File: src/rtl/memory_tank_ctrl.sv
// Recirculating mercury-tank store with a word-addressed access controller.
// WORDS short words circulate bit-serially, LSB first, one digit per r2_clk.
// An access waits for its word to reach the tank head, then moves it serially.
// Digit MINOR_BITS-1 of each word is the gap digit. In an even word it may hold
// the sandwich digit of a long word, so it is kept as it circulates. In an odd
// word it never holds data and always circulates as 0.
// WORDS is expected to be even and at least 2.
module memory_tank_ctrl #(
    parameter int unsigned MINOR_BITS = 18,
    parameter int unsigned WORDS      = 32
) (
    input  logic                          r2_clk,
    input  logic                          r2_rst,
    input  logic [$clog2(WORDS)-1:0]      r2_addr,
    input  logic                          r2_long,
    input  logic                          r2_rd_req,
    input  logic                          r2_wr_req,
    input  logic                          r2_clr_req,
    input  logic                          r2_mib,
    output logic                          r2_mob,
    output logic                          r2_mob_valid,
    output logic                          r2_busy,
    output logic                          r2_done,
    output logic                          monitor,
    output logic [$clog2(WORDS)-1:0]      r2_word_pos,
    output logic [$clog2(MINOR_BITS)-1:0] r2_digit_pos
);

    localparam int unsigned DEPTH = WORDS * MINOR_BITS;
    localparam int unsigned AW    = $clog2(WORDS);
    localparam int unsigned DW    = $clog2(MINOR_BITS);
    localparam int unsigned CW    = $clog2(2 * MINOR_BITS);

    localparam logic [DW-1:0] DIGIT_LAST = DW'(MINOR_BITS - 1);
    localparam logic [AW-1:0] WORD_LAST  = AW'(WORDS - 1);
    localparam logic [CW-1:0] SHORT_LAST = CW'(MINOR_BITS - 1);
    localparam logic [CW-1:0] LONG_LAST  = CW'(2 * MINOR_BITS - 1);

    typedef enum logic [1:0] {StIdle, StWait, StXfer, StDone} state_e;
    typedef enum logic [1:0] {OpRd, OpWr, OpClr} op_e;

    // Tank: bit 0 is the head, bit DEPTH-1 is the tail slot refilled each cycle.
    logic [DEPTH-1:0] tank_q;
    logic             tail;
    logic             head;

    logic [DW-1:0]    digit_q;
    logic [AW-1:0]    word_q;
    logic [AW-1:0]    word_nxt;
    logic             digit_wrap;

    state_e           state_q, state_d;
    op_e              op_q, op_d;
    logic [AW-1:0]    addr_q, addr_d;
    logic             long_q, long_d;
    logic [CW-1:0]    cnt_q, cnt_d;

    logic             req_any;
    logic [AW-1:0]    req_addr;
    logic             start_from_idle;
    logic             start_from_wait;
    logic [CW-1:0]    xfer_last;
    logic             in_xfer;
    logic             is_gap;
    logic             sandwich;

    assign head       = tank_q[0];
    assign digit_wrap = (digit_q == DIGIT_LAST);
    assign word_nxt   = (word_q == WORD_LAST) ? '0 : word_q + AW'(1);

    // A long access always starts on the even word of its pair.
    assign req_any  = r2_rd_req | r2_wr_req | r2_clr_req;
    assign req_addr = r2_addr & ~AW'(r2_long);

    // The transfer starts on the cycle whose head is digit 0 of the target word,
    // so the decision is made one cycle earlier from the next head position.
    assign start_from_idle = digit_wrap && (word_nxt == req_addr);
    assign start_from_wait = digit_wrap && (word_nxt == addr_q);

    assign xfer_last = long_q ? LONG_LAST : SHORT_LAST;
    assign in_xfer   = (state_q == StXfer);
    assign is_gap    = digit_wrap;
    // Gap digit of the even word carries data only during a long access.
    assign sandwich  = long_q && !word_q[0];

    // Head position counters: digit every cycle, word on digit wrap.
    always_ff @(posedge r2_clk or posedge r2_rst) begin
        if (r2_rst) begin
            digit_q <= '0;
            word_q  <= '0;
        end else begin
            if (digit_wrap) begin
                digit_q <= '0;
                word_q  <= word_nxt;
            end else begin
                digit_q <= digit_q + DW'(1);
            end
        end
    end

    // Tail digit selection: recirculate, take r2_mib, or zero.
    always_comb begin
        tail = head;
        if (is_gap && word_q[0]) begin
            tail = 1'b0;
        end
        if (in_xfer) begin
            case (op_q)
                OpWr:    tail = (is_gap && !sandwich) ? 1'b0 : r2_mib;
                OpClr:   tail = 1'b0;
                default: tail = head;
            endcase
        end
    end

    // Tank shift: head leaves, tail digit enters.
    always_ff @(posedge r2_clk or posedge r2_rst) begin
        if (r2_rst) begin
            tank_q <= '0;
        end else begin
            tank_q <= {tail, tank_q[DEPTH-1:1]};
        end
    end

    // Controller state and latched access parameters.
    always_ff @(posedge r2_clk or posedge r2_rst) begin
        if (r2_rst) begin
            state_q <= StIdle;
            op_q    <= OpRd;
            addr_q  <= '0;
            long_q  <= 1'b0;
            cnt_q   <= '0;
        end else begin
            state_q <= state_d;
            op_q    <= op_d;
            addr_q  <= addr_d;
            long_q  <= long_d;
            cnt_q   <= cnt_d;
        end
    end

    // Next-state logic: requests are only taken in idle, clear > write > read.
    always_comb begin
        state_d = state_q;
        op_d    = op_q;
        addr_d  = addr_q;
        long_d  = long_q;
        cnt_d   = cnt_q;
        unique case (state_q)
            StIdle: begin
                if (req_any) begin
                    op_d    = r2_clr_req ? OpClr : (r2_wr_req ? OpWr : OpRd);
                    addr_d  = req_addr;
                    long_d  = r2_long;
                    cnt_d   = '0;
                    state_d = start_from_idle ? StXfer : StWait;
                end
            end
            StWait: begin
                cnt_d = '0;
                if (start_from_wait) begin
                    state_d = StXfer;
                end
            end
            StXfer: begin
                if (cnt_q == xfer_last) begin
                    state_d = StDone;
                end else begin
                    cnt_d = cnt_q + CW'(1);
                end
            end
            StDone: begin
                state_d = StIdle;
            end
        endcase
    end

    // Outputs: status from state, read data gated so gap digits never appear.
    always_comb begin
        r2_busy      = (state_q != StIdle);
        r2_done      = (state_q == StDone);
        r2_mob_valid = in_xfer && (op_q == OpRd);
        r2_mob       = r2_mob_valid && head && !(is_gap && !sandwich);
        monitor      = head;
        r2_word_pos  = word_q;
        r2_digit_pos = digit_q;
    end

endmodule
File: config.mk
export PLATFORM = sky130hd
export DESIGN_NAME = memory_tank_ctrl
export DESIGN_NICKNAME = d
export VERILOG_FILES = /design/src/rtl/memory_tank_ctrl.sv
export SDC_FILE = /design/constraint.sdc
export NUM_CORES = 1
export LEC_CHECK = 0
export BUFFER_PORTS_ARGS = -buffer_cell sky130_fd_sc_hd__buf_4
export CORE_MARGIN = 1.5
export CORE_UTILIZATION = 45
export CTS_CLUSTER_DIAMETER = 60
export CTS_CLUSTER_SIZE = 25
export DETAILED_ROUTE_END_ITERATION = 12
export GPL_TIMING_DRIVEN = 0
export PLACE_DENSITY = 0.68
export SYNTH_ARGS = -nofsm -noshare
export SYNTH_HDL_FRONTEND = slang
export SYNTH_SLANG_ARGS = --single-unit
File: constraint.sdc
create_clock -name r2_clk -period 34.1 [get_ports r2_clk]
set_clock_uncertainty 0.15 [all_clocks]
set_input_delay 3.41 -clock r2_clk [delete_from_list [all_inputs] [get_ports r2_clk]]
set_output_delay 3.41 -clock r2_clk [all_outputs]
set_load 0.02 [all_outputs]
==> impl_results.html, run 1 <==
<table>
<tr><th>Metric</th><th>Value</th></tr>
<tr><th colspan="2">Critical path</th></tr>
<tr><td>Cell chain of the critical path</td><td>inv_1 -&gt; ha_1 -&gt; and4bb_2 -&gt; o21ai_0 -&gt; and3_1 -&gt; buf_4</td></tr>
<tr><td>Data required time of the worst path</td><td>30.54 ns</td></tr>
<tr><td>Slowest cell delay on critical path</td><td>0.42 ns</td></tr>
<tr><td>Slowest-stage cell, CP</td><td>sky130_fd_sc_hd__dfrtp_1</td></tr>
<tr><td>Worst Path Arrival</td><td>2.02 ns</td></tr>
<tr><td>Worst Path Buf+Inv</td><td>2</td></tr>
<tr><td>Reg2Reg Capture Point</td><td>state_q[1]$_DFFE_PP0P_</td></tr>
<tr><td>Length in cells of the worst reg-to-reg path</td><td>8</td></tr>
<tr><td>Sort of element at the start of the critical path</td><td>register</td></tr>
<tr><td>Flop2flop setup slack</td><td>31.32 ns</td></tr>
<tr><td>RR Startpoint</td><td>r2_word_pos[0]$_DFFE_PP0N_</td></tr>
<tr><td>Critical setup path kind</td><td>register to output port</td></tr>
<tr><td>Maximum fanout encountered on the critical timing path</td><td>5</td></tr>
<tr><td>Crit. End Element</td><td>output port</td></tr>
<tr><td>Crit-path leading delay family</td><td>simple AND/OR/NAND/NOR gates</td></tr>
<tr><th colspan="2">Synth</th></tr>
<tr><td>Number of synthesized register bits</td><td>602</td></tr>
<tr><td>Count of mapped cells out of synthesis</td><td>736</td></tr>
<tr><td>Syn_area_per_cell</td><td>21.8 um^2</td></tr>
<tr><td>Number of warning messages in the yosys log</td><td>0</td></tr>
<tr><td>Top FF cell, synth</td><td>sky130_fd_sc_hd__dfrtp_1</td></tr>
<tr><td>Number of flops mapped to enable cells by yosys</td><td>0</td></tr>
<tr><td>Share of synthesized flip-flops with an asynchronous set or reset</td><td>1.00</td></tr>
<tr><td>Synth cell types</td><td>43</td></tr>
<tr><td>Total standard cell area after synthesis</td><td>16,000 um^2</td></tr>
<tr><td>Proportion of synthesized chip area in sequential cells</td><td>0.940</td></tr>
<tr><td>Post-Syn Nets</td><td>759</td></tr>
<tr><th colspan="2">GRT</th></tr>
<tr><td>Initial antenna violation count</td><td>0</td></tr>
<tr><td>Total routing resource utilization after global routing</td><td>0.127</td></tr>
<tr><td>Gr ovfl total</td><td>0</td></tr>
<tr><td>Busiest grt layer</td><td>met1</td></tr>
<tr><td>GR met3 Demand/Resource</td><td>0.0239</td></tr>
<tr><td>Fraction of met2 tracks used by global routing</td><td>0.183</td></tr>
<tr><td>Wire length of the first global-routing pass</td><td>35.8 mm</td></tr>
<tr><td>Number of global-route vias before repair</td><td>6,382</td></tr>
<tr><td>Met1 track utilization from global routing</td><td>0.198</td></tr>
<tr><td>Pin count of the biggest net entering global routing</td><td>140</td></tr>
<tr><th colspan="2">Power</th></tr>
<tr><td>Switching Share</td><td>0.203</td></tr>
<tr><td>Power density over the cells</td><td>65.7 nW/um^2</td></tr>
<tr><td>Power share of the combinational group</td><td>0.014</td></tr>
<tr><td>Clock Power Share</td><td>0.386</td></tr>
<tr><td>Switching power of the nets</td><td>0.000241 W</td></tr>
<tr><td>Worst IR drop on VDD</td><td>42.4 uV</td></tr>
<tr><td>PnR Total Power</td><td>0.00119 W</td></tr>
<tr><td>Static Leak</td><td>9.52 nW</td></tr>
<tr><td>Sequential share of power</td><td>0.601</td></tr>
<tr><td>Cell-internal power</td><td>0.000947 W</td></tr>
<tr><th colspan="2">STA</th></tr>
<tr><td>Final-layout setup total negative slack</td><td>0 ns</td></tr>
<tr><td>Setup violation total in the final timing report</td><td>0</td></tr>
<tr><td>Worst Hold Slack</td><td>0.188 ns</td></tr>
<tr><td>Normalized max-slew margin</td><td>0.391</td></tr>
<tr><td>Final hold violations</td><td>0</td></tr>
<tr><td>Transition time of the tightest slew-check pin</td><td>0.908 ns</td></tr>
<tr><td>Minimum clock period</td><td>5.58 ns</td></tr>
<tr><td>RSZ-0062 raised after global routing</td><td>false</td></tr>
<tr><td>Final setup slack of the worst path</td><td>28.52 ns</td></tr>
<tr><td>Period utilisation layout</td><td>0.164</td></tr>
<tr><td>Number of pins exceeding their max-slew limit in the final report</td><td>0</td></tr>
<tr><td>Peak clock frequency supported by timing</td><td>0.179 GHz</td></tr>
<tr><th colspan="2">Hold path</th></tr>
<tr><td>Worst min-delay path class</td><td>register to register</td></tr>
<tr><td>Min-Delay Startpoint</td><td>tank_q[461]$_DFF_PP0_</td></tr>
<tr><td>Instance count along the most critical hold path</td><td>0</td></tr>
<tr><td>Destination of the worst hold path</td><td>tank_q[460]$_DFF_PP0_</td></tr>
<tr><th colspan="2">Cells and area</th></tr>
<tr><td>Nets@finish</td><td>825</td></tr>
<tr><td>Fillcell total</td><td>2,628</td></tr>
<tr><td>Fraction of final layout cells with drive strength greater than 1</td><td>0.123</td></tr>
<tr><td>Layout area overhead</td><td>12.9%</td></tr>
<tr><td>Fin util</td><td>0.520</td></tr>
<tr><td>Antenna cell count</td><td>0</td></tr>
<tr><th colspan="2">Drt</th></tr>
<tr><td>Remaining antenna violation count after routing</td><td>0</td></tr>
<tr><td>Mean routed wirelength per cell</td><td>16.9 um</td></tr>
<tr><td>Via count of the routed design</td><td>5,671</td></tr>
<tr><td>Number of DRC markers after the initial detailed-route iteration</td><td>364</td></tr>
<tr><td>First drt pass iteration count</td><td>4</td></tr>
<tr><td>DR vias/cell</td><td>4.45</td></tr>
<tr><td>DRC errors left</td><td>0</td></tr>
<tr><td>Total wire length after detailed routing</td><td>21.5 mm</td></tr>
<tr><th colspan="2">Die</th></tr>
<tr><td>Die ar.</td><td>36,700 um^2</td></tr>
<tr><td>Number of placement rows</td><td>68</td></tr>
<tr><td>Overall die width</td><td>192 um</td></tr>
<tr><td>Core box area</td><td>34,800 um^2</td></tr>
<tr><td>Count of boundary I/O pins</td><td>27</td></tr>
<tr><td>Die boundary height</td><td>192 um</td></tr>
<tr><td>Initial Util</td><td>0.460</td></tr>
<tr><th colspan="2">Job</th></tr>
<tr><td>Max-capacitance violation count</td><td>0</td></tr>
<tr><th colspan="2">CTS</th></tr>
<tr><td>Maximum buffer depth of the clock tree</td><td>3</td></tr>
<tr><td>Clock Latency Late Sink</td><td>0.52 ns</td></tr>
<tr><td>CTS tree</td><td>done</td></tr>
<tr><td>Number of sinks handled by clock tree synthesis</td><td>602</td></tr>
<tr><td>Quantity of gates resized following cts</td><td>0</td></tr>
<tr><td>Clock slew seen by the registers of the worst setup and hold paths</td><td>0.09 ns</td></tr>
<tr><td>Total CTS buffers</td><td>34</td></tr>
<tr><td>Master cell of the clock root buffer</td><td>sky130_fd_sc_hd__clkbuf_16</td></tr>
<tr><td>Hold buffers post-CTS</td><td>0</td></tr>
<tr><td>Total number of H-tree levels</td><td>2</td></tr>
<tr><td>Post-CTS setup-driven buffer insertion count</td><td>0</td></tr>
<tr><th colspan="2">Placement</th></tr>
<tr><td>Minimum setup slack after placement</td><td>28.71 ns</td></tr>
<tr><td>Routability cong.</td><td>0.774</td></tr>
<tr><td>Port buffer count</td><td>26</td></tr>
<tr><td>Detailed-placement wirelength estimate</td><td>10.5 mm</td></tr>
<tr><th colspan="2">Status</th></tr>
<tr><td>Outcome</td><td>completed</td></tr>
</table>
-- power groups by stage --
stage                     Sequential [W]  Combinational [W]  Clock, W
after global routing            0.000713          0.0000196  0.000503
final                           0.000713          0.0000161  0.000458
after CTS                       0.000713          0.0000172  0.000476
after floorplan                 0.000728          0.0000107         0
after detailed placement        0.000727          0.0000171         0
after global placement          0.000728          0.0000146         0
-- through the flow --
step                      std cells  area, um^2
after CTS                      1273       18100
final                          1273       18100
after global placement         1217       16800
after floorplan                 736       16000
after detailed placement       1221       16900
after global routing           1273       18100
-- placed cells by master, fill, tap and decap left out, types with 2 or more instances in the layout --
| cell | count |
|---|---|
| sky130_fd_sc_hd__nor3_1 | 2 |
| sky130_fd_sc_hd__nor4b_2 | 2 |
| sky130_fd_sc_hd__nand2b_1 | 3 |
| sky130_fd_sc_hd__and3_1 | 2 |
| sky130_fd_sc_hd__clkbuf_8 | 2 |
| sky130_fd_sc_hd__xnor2_1 | 9 |
| sky130_fd_sc_hd__clkbuf_1 | 2 |
| sky130_fd_sc_hd__ha_1 | 11 |
| sky130_fd_sc_hd__nand3_1 | 6 |
| sky130_fd_sc_hd__buf_16 | 4 |
| sky130_fd_sc_hd__buf_4 | 26 |
| sky130_fd_sc_hd__a211oi_1 | 2 |
| sky130_fd_sc_hd__nand2_1 | 17 |
| sky130_fd_sc_hd__nor2_1 | 9 |
| sky130_fd_sc_hd__nor2b_1 | 4 |
| sky130_fd_sc_hd__dfrtp_1 | 602 |
| sky130_fd_sc_hd__clkbuf_16 | 37 |
| sky130_fd_sc_hd__xor2_1 | 2 |
| sky130_fd_sc_hd__nand4_1 | 3 |
| sky130_fd_sc_hd__inv_8 | 2 |
| sky130_fd_sc_hd__mux2_2 | 8 |
| sky130_fd_sc_hd__mux2_1 | 3 |
| sky130_fd_sc_hd__o21ai_0 | 8 |
| sky130_fd_sc_hd__a21oi_1 | 5 |
| sky130_fd_sc_hd__bufinv_16 | 3 |
| sky130_fd_sc_hd__inv_1 | 11 |
| sky130_fd_sc_hd__a21o_1 | 2 |
| sky130_fd_sc_hd__clkinv_8 | 2 |
-- cell usage after synthesis, types with 3 or more instances --
master	number	area, um^2
sky130_fd_sc_hd__dfrtp_1	602	15100
sky130_fd_sc_hd__nand2_1	17	63.8
sky130_fd_sc_hd__inv_1	12	45.0
sky130_fd_sc_hd__ha_1	11	138
sky130_fd_sc_hd__nor2_1	9	33.8
sky130_fd_sc_hd__xnor2_1	9	78.8
sky130_fd_sc_hd__mux2_2	8	90.1
sky130_fd_sc_hd__o21ai_0	8	40.0
sky130_fd_sc_hd__nand3_1	6	30.0
sky130_fd_sc_hd__a21oi_1	5	25.0
sky130_fd_sc_hd__nor2b_1	4	25.0
sky130_fd_sc_hd__mux2_1	3	33.8
sky130_fd_sc_hd__nand2b_1	3	18.8
sky130_fd_sc_hd__nand4_1	3	18.8
-- per-layer routing --
layer  up-vias  routed length [um]
met4         0                 461
li1       2454                   -
met1      3109               10900
met3        38                 632
met5         -                   0
met2        70                9480
-- state kept, by name, indices dropped and copies added, names as in the netlist --
name          flops
long_q            1
r2_digit_pos      5
r2_word_pos       5
cnt_q             6
state_q           2
op_q              2
addr_q            5
tank_q          576
-- final cells by class --
class / count / area, um^2 / share of cell area
Sequential cell: 602 / 15100 / 0.833
Clock buffer: 39 / 953 / 0.0527
Multi-Input combinational cell: 120 / 901 / 0.0498
Tap cell: 455 / 569 / 0.0315
Timing Repair Buffer: 30 / 305 / 0.0169
Clock inverter: 13 / 230 / 0.0127
Inverter: 12 / 52.6 / 0.00291
Buffer: 2 / 7.51 / 0.000415
-- logic make-up (layout without fill, tap and decap cells) --
logic type               after synthesis  count (layout)  share of synthesized area
XOR/XNOR                              11              11                    0.00602
flip-flops                           602             602                      0.940
buffers and inverters                 14              96                    0.00328
multiplexers                          12              12                    0.00836
adder cells (fa/ha/maj)               11              11                    0.00859
AND/OR/NAND/NOR                       57              57                     0.0201
AO/OA/AOI/OAI                         29              29                     0.0132
-- worst register-to-register path, cell delays in order (launching register included) --
cell                        delay [ns]
sky130_fd_sc_hd__dfrtp_1          0.50
sky130_fd_sc_hd__ha_1             0.27
sky130_fd_sc_hd__and3_1           0.19
sky130_fd_sc_hd__ha_1             0.32
sky130_fd_sc_hd__xnor2_1          0.20
sky130_fd_sc_hd__nand4_1          0.16
sky130_fd_sc_hd__a2111oi_2        0.37
sky130_fd_sc_hd__a31oi_1          0.17
sky130_fd_sc_hd__mux2_1           0.34
-- worst max-delay path by stage --
stage	depth (start not counted)	start	to	slack, ns
after floorplan	1	r2_rst	addr_q[0]$_DFFE_PP0P_	13.69
after global placement	2	r2_rst	cnt_q[3]$_DFFE_PP0P_	9.53
after detailed placement	4	r2_rst	tank_q[146]$_DFF_PP0_	28.71
after CTS	6	r2_digit_pos[1]$_DFF_PP0_	r2_mob	28.47
after global routing	6	state_q[0]$_DFFE_PP0P_	r2_mob	28.39
final	6	r2_digit_pos[1]$_DFF_PP0_	r2_mob	28.52
(Power assumes the default switching activity.)
==> inputs of run 2 (changes only) <==
clock period = 5.8 ns   (was 34.1 ns; I/O delays follow)
==> impl_results.html, run 2 (synthesis results as in run 1) <==
<table>
<tr><th>Metric</th><th>Value</th></tr>
<tr><th colspan="2">Cells and area</th></tr>
<tr><td>Fraction of final layout cells with drive strength greater than 1</td><td>0.118</td></tr>
<tr><td>Largest Register</td><td>tank_q</td></tr>
<tr><td>Commonest non-fill, non-tap cell in the layout</td><td>sky130_fd_sc_hd__dfrtp_1</td></tr>
<tr><td>Final std cell area, no fill</td><td>17,900 um^2</td></tr>
<tr><td>Nets@finish</td><td>832</td></tr>
<tr><td>Regs by FF count</td><td>tank_q (576), cnt_q (6)</td></tr>
<tr><td>Layout area overhead</td><td>11.8%</td></tr>
<tr><td>Antenna cell count</td><td>0</td></tr>
<tr><td>Fin util</td><td>0.515</td></tr>
<tr><td>Max reg flops</td><td>576</td></tr>
<tr><td>Leading cell types in the layout, fill and taps excluded</td><td>sky130_fd_sc_hd__dfrtp_1 (602), sky130_fd_sc_hd__clkbuf_16 (29), sky130_fd_sc_hd__buf_4 (26)</td></tr>
<tr><td>Fillcell total</td><td>2,643</td></tr>
<tr><th colspan="2">Power</th></tr>
<tr><td>Switching power of the nets</td><td>0.00126 W</td></tr>
<tr><td>Switching Share</td><td>0.197</td></tr>
<tr><td>Sequential share of power</td><td>0.655</td></tr>
<tr><td>Static Leak</td><td>9.41 nW</td></tr>
<tr><td>PnR Total Power</td><td>0.00640 W</td></tr>
<tr><td>Power share of the combinational group</td><td>0.018</td></tr>
<tr><td>Worst IR drop on VDD</td><td>241 uV</td></tr>
<tr><td>Power density over the cells</td><td>358 nW/um^2</td></tr>
<tr><td>Cell-internal power</td><td>0.00514 W</td></tr>
<tr><td>Clock Power Share</td><td>0.328</td></tr>
<tr><th colspan="2">Critical path</th></tr>
<tr><td>Data required time of the worst path</td><td>5.07 ns</td></tr>
<tr><td>Slowest cell delay on critical path</td><td>0.42 ns</td></tr>
<tr><td>Slowest-stage cell, CP</td><td>sky130_fd_sc_hd__dfrtp_1</td></tr>
<tr><td>Length in cells of the worst reg-to-reg path</td><td>8</td></tr>
<tr><td>Launching element of the worst setup path</td><td>state_q[0]$_DFFE_PP0P_</td></tr>
<tr><td>RR Startpoint</td><td>r2_word_pos[0]$_DFFE_PP0N_</td></tr>
<tr><td>Flop2flop setup slack</td><td>3.07 ns</td></tr>
<tr><td>Sort of element at the start of the critical path</td><td>register</td></tr>
<tr><td>Reg2Reg Capture Point</td><td>state_q[0]$_DFFE_PP0P_</td></tr>
<tr><td>Maximum fanout encountered on the critical timing path</td><td>9</td></tr>
<tr><td>Critical setup path kind</td><td>register to output port</td></tr>
<tr><td>Worst Path Arrival</td><td>2.06 ns</td></tr>
<tr><td>Crit. End Element</td><td>output port</td></tr>
<tr><td>Cell chain of the critical path</td><td>inv_1 -&gt; ha_1 -&gt; clkbuf_1 -&gt; and2_1 -&gt; and3_1 -&gt; buf_4</td></tr>
<tr><th colspan="2">GRT</th></tr>
<tr><td>Wire length of the first global-routing pass</td><td>34.6 mm</td></tr>
<tr><td>Fraction of met2 tracks used by global routing</td><td>0.166</td></tr>
<tr><td>Initial antenna violation count</td><td>0</td></tr>
<tr><td>Total routing resource utilization after global routing</td><td>0.120</td></tr>
<tr><td>GR met3 Demand/Resource</td><td>0.0188</td></tr>
<tr><td>Number of global-route vias before repair</td><td>6,308</td></tr>
<tr><td>Pin count of the biggest net entering global routing</td><td>49</td></tr>
<tr><td>Gr ovfl total</td><td>0</td></tr>
<tr><td>Met1 track utilization from global routing</td><td>0.201</td></tr>
<tr><td>Busiest grt layer</td><td>met1</td></tr>
<tr><th colspan="2">Hold path</th></tr>
<tr><td>Destination of the worst hold path</td><td>long_q$_DFFE_PP0P_</td></tr>
<tr><td>Worst min-delay path class</td><td>input port to register</td></tr>
<tr><td>Min-Delay Startpoint</td><td>r2_long</td></tr>
<tr><td>Instance count along the most critical hold path</td><td>2</td></tr>
<tr><th colspan="2">Drt</th></tr>
<tr><td>DR vias/cell</td><td>4.46</td></tr>
<tr><td>DRC errors left</td><td>0</td></tr>
<tr><td>Remaining antenna violation count after routing</td><td>0</td></tr>
<tr><td>Number of DRC markers after the initial detailed-route iteration</td><td>267</td></tr>
<tr><td>Mean routed wirelength per cell</td><td>15.9 um</td></tr>
<tr><td>Total wire length after detailed routing</td><td>20.2 mm</td></tr>
<tr><td>Via count of the routed design</td><td>5,664</td></tr>
<tr><td>First drt pass iteration count</td><td>4</td></tr>
<tr><th colspan="2">CTS</th></tr>
<tr><td>CTS tree</td><td>done</td></tr>
<tr><td>Total CTS buffers</td><td>29</td></tr>
<tr><td>Master cell of the clock root buffer</td><td>sky130_fd_sc_hd__clkbuf_16</td></tr>
<tr><td>Clock Latency Late Sink</td><td>0.56 ns</td></tr>
<tr><td>Total number of H-tree levels</td><td>1</td></tr>
<tr><td>Clock slew seen by the registers of the worst setup and hold paths</td><td>0.09 ns</td></tr>
<tr><td>Number of sinks handled by clock tree synthesis</td><td>602</td></tr>
<tr><td>Maximum buffer depth of the clock tree</td><td>3</td></tr>
<tr><td>Post-CTS setup-driven buffer insertion count</td><td>0</td></tr>
<tr><th colspan="2">STA</th></tr>
<tr><td>Peak clock frequency supported by timing</td><td>0.359 GHz</td></tr>
<tr><td>RSZ-0062 raised after global routing</td><td>false</td></tr>
<tr><td>Period utilisation layout</td><td>0.480</td></tr>
<tr><td>Minimum clock period</td><td>2.79 ns</td></tr>
<tr><td>Final hold violations</td><td>0</td></tr>
<tr><td>Worst Hold Slack</td><td>0.116 ns</td></tr>
<tr><td>Number of pins exceeding their max-slew limit in the final report</td><td>0</td></tr>
<tr><td>Final setup slack of the worst path</td><td>3.01 ns</td></tr>
<tr><td>Normalized max-slew margin</td><td>0.486</td></tr>
<tr><td>Transition time of the tightest slew-check pin</td><td>0.767 ns</td></tr>
<tr><td>Setup violation total in the final timing report</td><td>0</td></tr>
<tr><th colspan="2">Placement</th></tr>
<tr><td>Minimum setup slack after placement</td><td>3.09 ns</td></tr>
<tr><td>Detailed-placement wirelength estimate</td><td>10.8 mm</td></tr>
<tr><td>Port buffer count</td><td>26</td></tr>
<tr><td>Routability cong.</td><td>0.772</td></tr>
<tr><td>Area after DPL</td><td>17,100 um^2</td></tr>
<tr><th colspan="2">Job</th></tr>
<tr><td>Max-capacitance violation count</td><td>0</td></tr>
<tr><th colspan="2">Die</th></tr>
<tr><td>Number of placement rows</td><td>68</td></tr>
<tr><td>Overall die width</td><td>192 um</td></tr>
<tr><td>Die boundary height</td><td>192 um</td></tr>
<tr><td>Initial Util</td><td>0.460</td></tr>
<tr><td>Die ar.</td><td>36,700 um^2</td></tr>
<tr><td>Core box area</td><td>34,800 um^2</td></tr>
<tr><td>Count of boundary I/O pins</td><td>27</td></tr>
<tr><th colspan="2">Status</th></tr>
<tr><td>Outcome</td><td>completed</td></tr>
</table>
[run 2: changes by cell type in the layout (fill, tap and decap cells not counted), moves of 2 or more]
cell	previous run	this run
sky130_fd_sc_hd__inv_8	2	0
sky130_fd_sc_hd__buf_12	0	13
sky130_fd_sc_hd__clkbuf_16	37	29
sky130_fd_sc_hd__clkbuf_8	2	0
sky130_fd_sc_hd__buf_16	4	2
sky130_fd_sc_hd__clkbuf_1	2	4
sky130_fd_sc_hd__bufinv_16	3	0
sky130_fd_sc_hd__clkinvlp_4	1	5
[run 2: layout make-up]
cell class                      count  area [um^2]  area share
Sequential cell                   602        15100       0.841
Inverter                           12         48.8     0.00272
Timing Repair Buffer               42          520      0.0291
Buffer                              2         7.51    0.000419
Clock inverter                      7         63.8     0.00356
Multi-Input combinational cell    120          901      0.0503
Tap cell                          455          569      0.0318
Clock buffer                       31          733      0.0409
[run 2: routing by layer]
layer | wire [um] | vias up
met3 | 523 | 36
met5 | 0 | -
met2 | 8370 | 53
met1 | 10800 | 3112
li1 | - | 2463
met4 | 473 | 0
[run 2: how the worst max path moves through the flow]
stage	to	slack, ns
floorplan	addr_q[0]$_DFFE_PP0P_	-3.14
global placement	r2_digit_pos[4]$_DFF_PP0_	-5.35
detailed placement	state_q[0]$_DFFE_PP0P_	3.09
CTS	r2_mob	2.97
global route	r2_mob	2.82
finish	r2_mob	3.01
[run 2: power by group through the flow]
stage | logic [W] | registers (W) | clock network [W]
after global placement | 0.0000855 | 0.00428 | 0
after CTS | 0.000120 | 0.00419 | 0.00220
after global routing | 0.000134 | 0.00419 | 0.00234
final | 0.000112 | 0.00419 | 0.00210
after detailed placement | 0.000118 | 0.00428 | 0
after floorplan | 0.0000633 | 0.00428 | 0
[run 2: what timing repair did]
| action | in CTS | in global routing |
|---|---|---|
| gates resized for setup | 0 | 0 |
| hold endpoints to repair | 24 | 0 |
| hold buffers | 1 | 0 |
| endpoints found under the setup margin | 0 | 0 |
[run 2: worst max-delay path: cells and delay by family (launching register included)]
family | cells | cell delay, ns
adder cells (fa/ha/maj) | 1 | 0.14
buffers and inverters | 3 | 0.56
AND/OR/NAND/NOR | 2 | 0.38
flip-flops | 1 | 0.42
[run 2: stage by stage]
stage          cells   TNS, ns
2_1_floorplan    736  -1891.00
3_3_place_gp    1217  -3189.41
3_5_place_dp    1232         0
4_1_cts         1271         0
5_1_grt         1271         0
6_report        1271         0
